File: src/rtl/synth_slot_sequencer.sv
// Purpose : sequence the voice x oscillator time-multiplexed datapath from the
//           divided slot clock and the sample-frame clock. It emits one strobe
//           per slot with that slot's indices, plus a frame-start strobe, and
//           detects and counts frame/slot slips.
// Latency : 3 OSC_CLK edges from a rise captured at sync flop 1 to the
//           corresponding registered strobe.
// Backpressure: none. The strobes are pulses that cannot be stalled, and
//           iENABLE low drops the sequencer back to waiting for a frame.
// Ports   : OSC_CLK/iRST_N clock and async active-low reset; iENABLE run enable;
//           iSLOT_CLK/iFRAME_CLK async slot and frame clocks; iCLR_SLIP clears
//           the slip counter; oVOICE_IDX/oOSC_IDX slot indices; oSLOT_STB and
//           oFRAME_STB strobes; oLOCKED clean-frame status; oSLIP slip pulse;
//           oSLIP_CNT saturating slip count.
module synth_slot_sequencer #(
    parameter int VOICES  = 8,
    parameter int V_OSC   = 4,
    parameter int VOICE_W = 3,
    parameter int OSC_W   = 2
) (
    input  logic               OSC_CLK,
    input  logic               iRST_N,
    input  logic               iENABLE,
    input  logic               iSLOT_CLK,
    input  logic               iFRAME_CLK,
    input  logic               iCLR_SLIP,
    output logic [VOICE_W-1:0] oVOICE_IDX,
    output logic [OSC_W-1:0]   oOSC_IDX,
    output logic               oSLOT_STB,
    output logic               oFRAME_STB,
    output logic               oLOCKED,
    output logic               oSLIP,
    output logic [7:0]         oSLIP_CNT
);

    localparam logic [VOICE_W-1:0] LAST_V  = VOICE_W'(VOICES - 1);
    localparam logic [OSC_W-1:0]   LAST_O  = OSC_W'(V_OSC - 1);
    localparam logic [7:0]         CNT_MAX = 8'hFF;

    typedef enum logic [1:0] {
        WAIT_FRAME = 2'd0,
        RUN        = 2'd1,
        DONE       = 2'd2
    } state_t;

    // Bit 0 is sync flop 1, bit 1 is sync flop 2, and bit 2 is the history
    // flop used for rise detection.
    logic [2:0] slot_sync_q;
    logic [2:0] frame_sync_q;
    logic       slot_tick;
    logic       frame_tick;

    assign slot_tick  = slot_sync_q[1]  & ~slot_sync_q[2];
    assign frame_tick = frame_sync_q[1] & ~frame_sync_q[2];

    state_t             state_q, state_d;
    // The slot counter is held as a (voice, osc) pair, so it maps straight
    // onto the output indices without a divide.
    logic [VOICE_W-1:0] v_cnt_q, v_cnt_d;
    logic [OSC_W-1:0]   o_cnt_q, o_cnt_d;

    logic [VOICE_W-1:0] voice_d;
    logic [OSC_W-1:0]   osc_d;
    logic               slot_stb_d;
    logic               frame_stb_d;
    logic               locked_d;
    logic               slip_d;
    logic [7:0]         slip_cnt_d;

    // These hold the counter value after any frame restart in this cycle. A
    // slot tick that coincides with a frame tick then issues slot 0 of the
    // new frame.
    logic [VOICE_W-1:0] cur_v;
    logic [OSC_W-1:0]   cur_o;
    logic               take_slot;

    always_comb begin
        state_d     = state_q;
        v_cnt_d     = v_cnt_q;
        o_cnt_d     = o_cnt_q;
        voice_d     = oVOICE_IDX;
        osc_d       = oOSC_IDX;
        slot_stb_d  = 1'b0;
        frame_stb_d = 1'b0;
        locked_d    = oLOCKED;
        slip_d      = 1'b0;
        cur_v       = v_cnt_q;
        cur_o       = o_cnt_q;
        take_slot   = 1'b0;

        if (!iENABLE) begin
            state_d  = WAIT_FRAME;
            v_cnt_d  = '0;
            o_cnt_d  = '0;
            locked_d = 1'b0;
        end else begin
            unique case (state_q)
                WAIT_FRAME: begin
                    // Slot ticks are meaningless until a frame boundary is seen.
                    if (frame_tick) begin
                        frame_stb_d = 1'b1;
                        cur_v       = '0;
                        cur_o       = '0;
                        state_d     = RUN;
                        take_slot   = slot_tick;
                    end
                end
                RUN: begin
                    if (frame_tick) begin
                        // The frame ended before all slots were issued.
                        slip_d      = 1'b1;
                        locked_d    = 1'b0;
                        frame_stb_d = 1'b1;
                        cur_v       = '0;
                        cur_o       = '0;
                        take_slot   = slot_tick;
                    end else begin
                        take_slot   = slot_tick;
                    end
                end
                DONE: begin
                    if (frame_tick) begin
                        frame_stb_d = 1'b1;
                        locked_d    = 1'b1;
                        cur_v       = '0;
                        cur_o       = '0;
                        state_d     = RUN;
                        take_slot   = slot_tick;
                    end else if (slot_tick) begin
                        // This slot tick is beyond the last slot of the frame.
                        slip_d      = 1'b1;
                        locked_d    = 1'b0;
                    end
                end
                default: begin
                    state_d = WAIT_FRAME;
                end
            endcase

            v_cnt_d = cur_v;
            o_cnt_d = cur_o;

            if (take_slot) begin
                slot_stb_d = 1'b1;
                voice_d    = cur_v;
                osc_d      = cur_o;
                if (cur_v == LAST_V && cur_o == LAST_O) begin
                    state_d = DONE;
                    v_cnt_d = '0;
                    o_cnt_d = '0;
                end else if (cur_o == LAST_O) begin
                    state_d = RUN;
                    o_cnt_d = '0;
                    v_cnt_d = cur_v + VOICE_W'(1);
                end else begin
                    state_d = RUN;
                    o_cnt_d = cur_o + OSC_W'(1);
                end
            end
        end
    end

    // The slip counter ignores iENABLE. A clear beats a same-cycle increment.
    always_comb begin
        slip_cnt_d = oSLIP_CNT;
        if (iCLR_SLIP) begin
            slip_cnt_d = '0;
        end else if (slip_d && oSLIP_CNT != CNT_MAX) begin
            slip_cnt_d = oSLIP_CNT + 8'd1;
        end
    end

    always_ff @(posedge OSC_CLK or negedge iRST_N) begin
        if (!iRST_N) begin
            slot_sync_q  <= '0;
            frame_sync_q <= '0;
            state_q      <= WAIT_FRAME;
            v_cnt_q      <= '0;
            o_cnt_q      <= '0;
            oVOICE_IDX   <= '0;
            oOSC_IDX     <= '0;
            oSLOT_STB    <= 1'b0;
            oFRAME_STB   <= 1'b0;
            oLOCKED      <= 1'b0;
            oSLIP        <= 1'b0;
            oSLIP_CNT    <= '0;
        end else begin
            slot_sync_q  <= {slot_sync_q[1:0], iSLOT_CLK};
            frame_sync_q <= {frame_sync_q[1:0], iFRAME_CLK};
            state_q      <= state_d;
            v_cnt_q      <= v_cnt_d;
            o_cnt_q      <= o_cnt_d;
            oVOICE_IDX   <= voice_d;
            oOSC_IDX     <= osc_d;
            oSLOT_STB    <= slot_stb_d;
            oFRAME_STB   <= frame_stb_d;
            oLOCKED      <= locked_d;
            oSLIP        <= slip_d;
            oSLIP_CNT    <= slip_cnt_d;
        end
    end

endmodule

File: config.mk
export PLATFORM = sky130hd
export DESIGN_NAME = synth_slot_sequencer
export DESIGN_NICKNAME = d
export VERILOG_FILES = /design/src/rtl/synth_slot_sequencer.sv
export SDC_FILE = /design/constraint.sdc
export NUM_CORES = 1
export LEC_CHECK = 0
export ABC_AREA = 1
export BUFFER_PORTS_ARGS = -buffer_cell sky130_fd_sc_hd__buf_4
export CAP_MARGIN = 10
export CORE_ASPECT_RATIO = 1.2
export CORE_MARGIN = 3
export CORE_UTILIZATION = 55
export CTS_CLUSTER_DIAMETER = 60
export DETAILED_ROUTE_END_ITERATION = 10
export PLACE_DENSITY = 0.77
export REMOVE_ABC_BUFFERS = 1
export SLEW_MARGIN = 20
export SYNTH_ARGS = -nofsm -noshare
export SYNTH_HDL_FRONTEND = slang
export SYNTH_SLANG_ARGS = --single-unit
File: constraint.sdc
create_clock -name OSC_CLK -period 2.38 [get_ports OSC_CLK]
set_input_delay 0.119 -clock OSC_CLK [delete_from_list [all_inputs] [get_ports OSC_CLK]]
set_output_delay 0.119 -clock OSC_CLK [all_outputs]
set_load 0.02 [all_outputs]
==> Word level (Yosys, flattened, before mapping) <==
Cells that the tools add are included.
{ "word_totals": {"wordCells": 76, "out_inout_bits": 17, "reg_bits": 30, "in_bits": 6} }
{ "op_classes": {"bitwise_logic": 4, "n_reduce_logical": 9, "muxes": 38, "add_sub_neg": 3, "eq_ne": 10} }
{ "ops": {"columns": ["op", "n"], "rows": [
  ["2-to-1 mux 2 bit", 11],
  ["2-to-1 mux 3 bit", 7],
  ["2-to-1 mux 8 bit", 2],
  ["2-to-1 mux 1 bit", 14],
  ["adder 8 x 1 -> 8 bit (second input constant)", 1],
  ["!= test 8 bit (second input constant)", 1],
  ["!= test 3 bit (second input constant)", 2],
  ["one-hot mux 1 bit (2 select lines)", 3],
  ["equality test 2 bit (second input constant)", 2],
  ["!= test 4 x 2 -> 1 bit (second input constant)", 1],
  ["!= test 4 bit (second input constant)", 1],
  ["one-hot mux 2 bit (2 select lines)", 1],
  ["AND reduction 2 bit", 2],
  ["adder 3 x 1 -> 3 bit (second input constant)", 1],
  ["equality test 3 bit (second input constant)", 1],
  ["!= test 3 x 1 -> 1 bit (second input constant)", 1],
  ["AND reduction 3 bit", 1],
  ["OR reduction 3 bit", 1],
  ["adder 2 x 1 -> 2 bit (second input constant)", 1],
  ["AND 1 bit", 2],
  ["equality test 2 x 1 -> 1 bit (second input constant)", 1],
  ["logical AND 1 bit", 2],
  ["zero test 2 bit", 1],
  ["inverter 1 bit", 2],
  ["2 further kinds", 2]
]} }

==> Logic depth before layout (Yosys ltp) <==
{ "depth": {"depth_word": 10, "mapped_depth": 15, "depth_no_buf": 14} }

==> Worst setup path before layout <==
Ideal clock, no wire load.
{ "synth_timing": {"path_kind": "reg-to-reg", "startpoint": "register state_q[0]", "endpoint": "register state_q[0]", "arrival_ns": 1.890, "synth_period_minus_slack_ns": 1.955, "setup_slack_ns": 0.425, "setup_ns": 0.065, "stages_incl_launch_ff": 15, "cell_sequence": "dfrtp_1 ha_1 or2_1 buf_6 nand2_1 inv_1 ha_1 ha_1 nand2_1 inv_1 nand3_1 nand2_1 nor2_1 nand2_1 nand2_1"} }
{ "synth_between": {"elab_chain_len": 9, "elab_cells_between_ends": 21, "cone_classes": "eq/ne (6); mux (10); reduce/logical (5)"} }
{ "synth_lines": {"columns": ["element", "line_no", "source"], "rows": [
  ["start: declaration", "55", "state_t state_q, state_d;"],
  ["start signal: assignment", "189", "state_q <= state_d;"],
  ["equality test 2 bit, or another cell as far along", "96", "unique case (state_q)"],
  ["OR reduction 3 bit (no source line)", null, null],
  ["2-to-1 mux 3 bit / 2-to-1 mux 2 bit (equally long branches)", null, null],
  ["2-to-1 mux 3 bit / 2-to-1 mux 2 bit (equally long branches)", "90", "if (!iENABLE) begin"],
  ["equality test 3 bit / equality test 2 bit (equally long branches)", "146", "if (cur_v == LAST_V && cur_o == LAST_O) begin"],
  ["logical AND 1 bit", "146", null],
  ["2-to-1 mux 2 bit", "146", null],
  ["2-to-1 mux 2 bit", "142", "if (take_slot) begin"],
  ["2-to-1 mux 2 bit", "90", null]
]} }
Several ways; a longest one is shown, not always the timed one. The select of a mux whose other input is x is not followed.
A chain may end at the register's enable or synchronous reset.

==> Worst setup path after layout <==
Ends and elaborated chain as after synthesis.

==> results.py <==
metrics = {
    "placed_design": {
        "dp_hpwl_um": 2200,
        "port_buffers": 22,
        "dp_cells": 233,
        "place.gp.congestion": 0.885,
    },
    "grt": {
        "grt_first_pass_wirelength_um": 5290,
        "grtUsageTotal_pct": 20.5,
        "grt_max_degree": 31,
        "gr-total-overflow": 0,
        "antenna_found_initial": 0,
        "first_global_vias": 1321,
    },
    "status": {
        "status": "completed",
    },
    "synth": {
        "yosysUniqueCellTypes": 27,
        "synth_commonest_cells": "54 x nand2_1, 30 x dfrtp_1, 21 x inv_1, 17 x nand3_1, 13 x nor2_1",
        "synth.top_cell.area_share_pct": 47.3,
        "yosysSeqAreaShare_pct": 47.3,
        "synth_fa_ha_area_share_pct": 6.30,
        "netlist_area_mm2": 0.00159,
        "synth_flop_cell": "dfrtp_1",
        "synth_edf_count": 0,
        "syn_avg_cell_area_um2": 8.72,
        "async_flop_share_pct": 100,
        "synth_top_family_by_area": "simple AND/OR/NAND/NOR gates",
        "synth-seq-cells": 30,
        "synth_warnings": 0,
        "synth_xor_area_share_pct": 1.65,
        "synth_compound_area_share_pct": 5.91,
        "syn_inst": 182,
        "synth.most_common_cell": "nand2_1",
        "synth_simple_gate_area_share_pct": 31.0,
        "synthTopCellsByArea": "dfrtp_1 47%, nand2_1 13%, ha_1 6.3%, nand3_1 5.4%, inv_1 5.0%",
        "synth.mux.area_fraction_pct": 0,
        "synth.largest_area_cell": "dfrtp_1",
    },
    "layout": {
        "antenna_cells": 0,
        "synthToLayoutAreaGrowth_pct": 16.1,
        "fin_util_pct": 69.5,
        "drive_above_1_share_pct": 19.0,
        "stdcell_count": 244,
        "nNetsFinal": 224,
    },
    "floorplanning": {
        "top_level_ports": 23,
        "dieArea_mm2": 0.00357,
        "num_rows": 20,
        "coreArea_mm2": 0.00265,
        "die_w_um": 55.1,
        "start_util_pct": 59.9,
        "die_y_um": 64.9,
    },
    "route": {
        "drc": 0,
        "wl_per_cell_um": 12.0,
        "dr_total_vias": 1268,
        "viasPerCell": 5.20,
        "ant_nets": 0,
        "first_pass_iters": 4,
        "wl_um": 2930,
        "first_iter_violations": 33,
    },
    "timing": {
        "layout_min_cycle_time_ps": 2110,
        "fin_setup_tns_ps": 0,
        "hold_viol": 0,
        "worst_slew_pin_slew_ps": 373,
        "relSlewSlack_pct": 75.1,
        "timing.fmax_mhz": 474,
        "rsz0062_at_grt": "false",
        "finClkSkew_ps": 15.8,
        "finalCritPeriodShare_pct": 88.7,
        "hold_slack_ps": 73.9,
        "setup_viol": 0,
        "slew_violations": 0,
    },
    "clock_tree": {
        "cts-root-buf": "clkbuf_4",
        "post_cts_buffers": 0,
        "clkTransAtPathRegs_ps": 100,
        "cts_buffer_depth": 2,
        "cts_sinks": 30,
        "cts_made_buffers": 5,
        "clk_latency_ps": 340,
        "cts_tree": "done",
        "cts-resized-gates": 0,
        "htree_num_levels": 2,
    },
    "worst_setup_path": {
        "cp_data_required_time_ps": 2660,
        "crit_path_end_kind": "register",
        "critPathLaunchType": "register",
        "path_class": "reg -> reg",
        "cp_max_fo": 6,
        "arrival_ps": 2390,
    },
    "min_path": {
        "hold_path_class": "in -> reg",
    },
    "flow_run": {
        "maxCapViolCount": 0,
    },
    "power": {
        "p_total_uw": 1250,
        "cellLeakagePower_uw": 0.00101,
        "power.density_mw_per_mm2": 676,
        "peakVddDrop_mv": 0.462,
    },
}
## critical path, stage by stage (launching register included)
cell and delay [ps]:
dfrtp_1 430, ha_1 250, or2_1 340, nand2_1 110, inv_1 60, ha_1 200, ha_1 200, nand2_1 80
inv_1 40, nand3_1 90, nand2_1 70, nor2_1 80, nand2_1 50, nand2_1 50
## worst paths after layout
kind	depth (start not counted)	end	slack [ps]	start
min in group asynchronous	2	oSLIP_CNT[3]	220	iRST_N
setup reg to reg	13	state_q[0]	270	state_q[0]
hold reg to reg	0	slot_sync_q[1]	360	slot_sync_q[0]
setup / recovery	13	state_q[0]	270	state_q[0]
max in group asynchronous	2	oVOICE_IDX[1]	1860	iRST_N
hold / removal	4	oSLIP_CNT[4]	70	iCLR_SLIP
## power breakdown
group / total (uW) / internal, uW / switching, uW
clock network: 320 / 143 / 177
registers: 606 / 568 / 37.6
logic: 319 / 135 / 184
total: 1250 / 846 / 399
## logic make-up after synthesis
group / Yosys count
AND/OR/NAND/NOR: 100
flip-flops: 30
buffers and inverters: 26
AO/OA/AOI/OAI: 15
adder cells (fa/ha/maj): 8
XOR/XNOR: 3
## layout by cell type (no fill, tap or decap), types with 2 or more instances in the layout
cell type      Yosys  final
nand4_1            2      2
nand2_2            2      2
buf_4              0     22
ha_1               8      8
dlygate4sd3_1      0      3
nor3_1             2      2
o21a_1             5      5
nand2_1           54     54
dfrtp_1           30     30
xor2_1             3      3
nand3_1           17     17
nand2_4            4      4
nor2_4             2      2
o21ai_1            3      3
nor2_1            13     13
clkbuf_4           0      5
a21oi_1            3      3
inv_1             21     21
## repair_timing
item,in CTS,in global routing
endpoints found under the hold margin,32,0
hold buffers,3,0
endpoints found under the setup margin,0,0
## flip-flops by register name, indices dropped and copies added, names as in the netlist
register and count:
frame_sync_q 3, oFRAME_STB 1, oLOCKED 1, oOSC_IDX 2
oSLIP 1, oSLIP_CNT 8, oSLOT_STB 1, oVOICE_IDX 3
o_cnt_q 2, slot_sync_q 3, state_q 2, v_cnt_q 3
## metal layers
layer	vias to the layer above	track usage (%)	wire length [um]
li1	634	-	-
met1	606	21.6	1210
met2	20	35.9	1550
met3	8	4.83	96
met4	0	10.9	73
met5	-	0	0
## per-stage QoR
step | area (um^2) | worst slack [ps]
final | 1840 | 268
after CTS | 1840 | 262
after global placement | 1750 | 359
after detailed placement | 1750 | 280
after floorplan | 1550 | 445
after global routing | 1840 | 96.9
## cell type report
class,count,area (um^2)
sequential,30,751
fill,212,810
timing repair buffer,25,195
multi-input combinational,126,713
clock buffer,7,55.1
clock inverter,1,5.00
inverter,22,82.6
tap,33,41.3
Note: power is estimated with default switching activity, not from simulation.
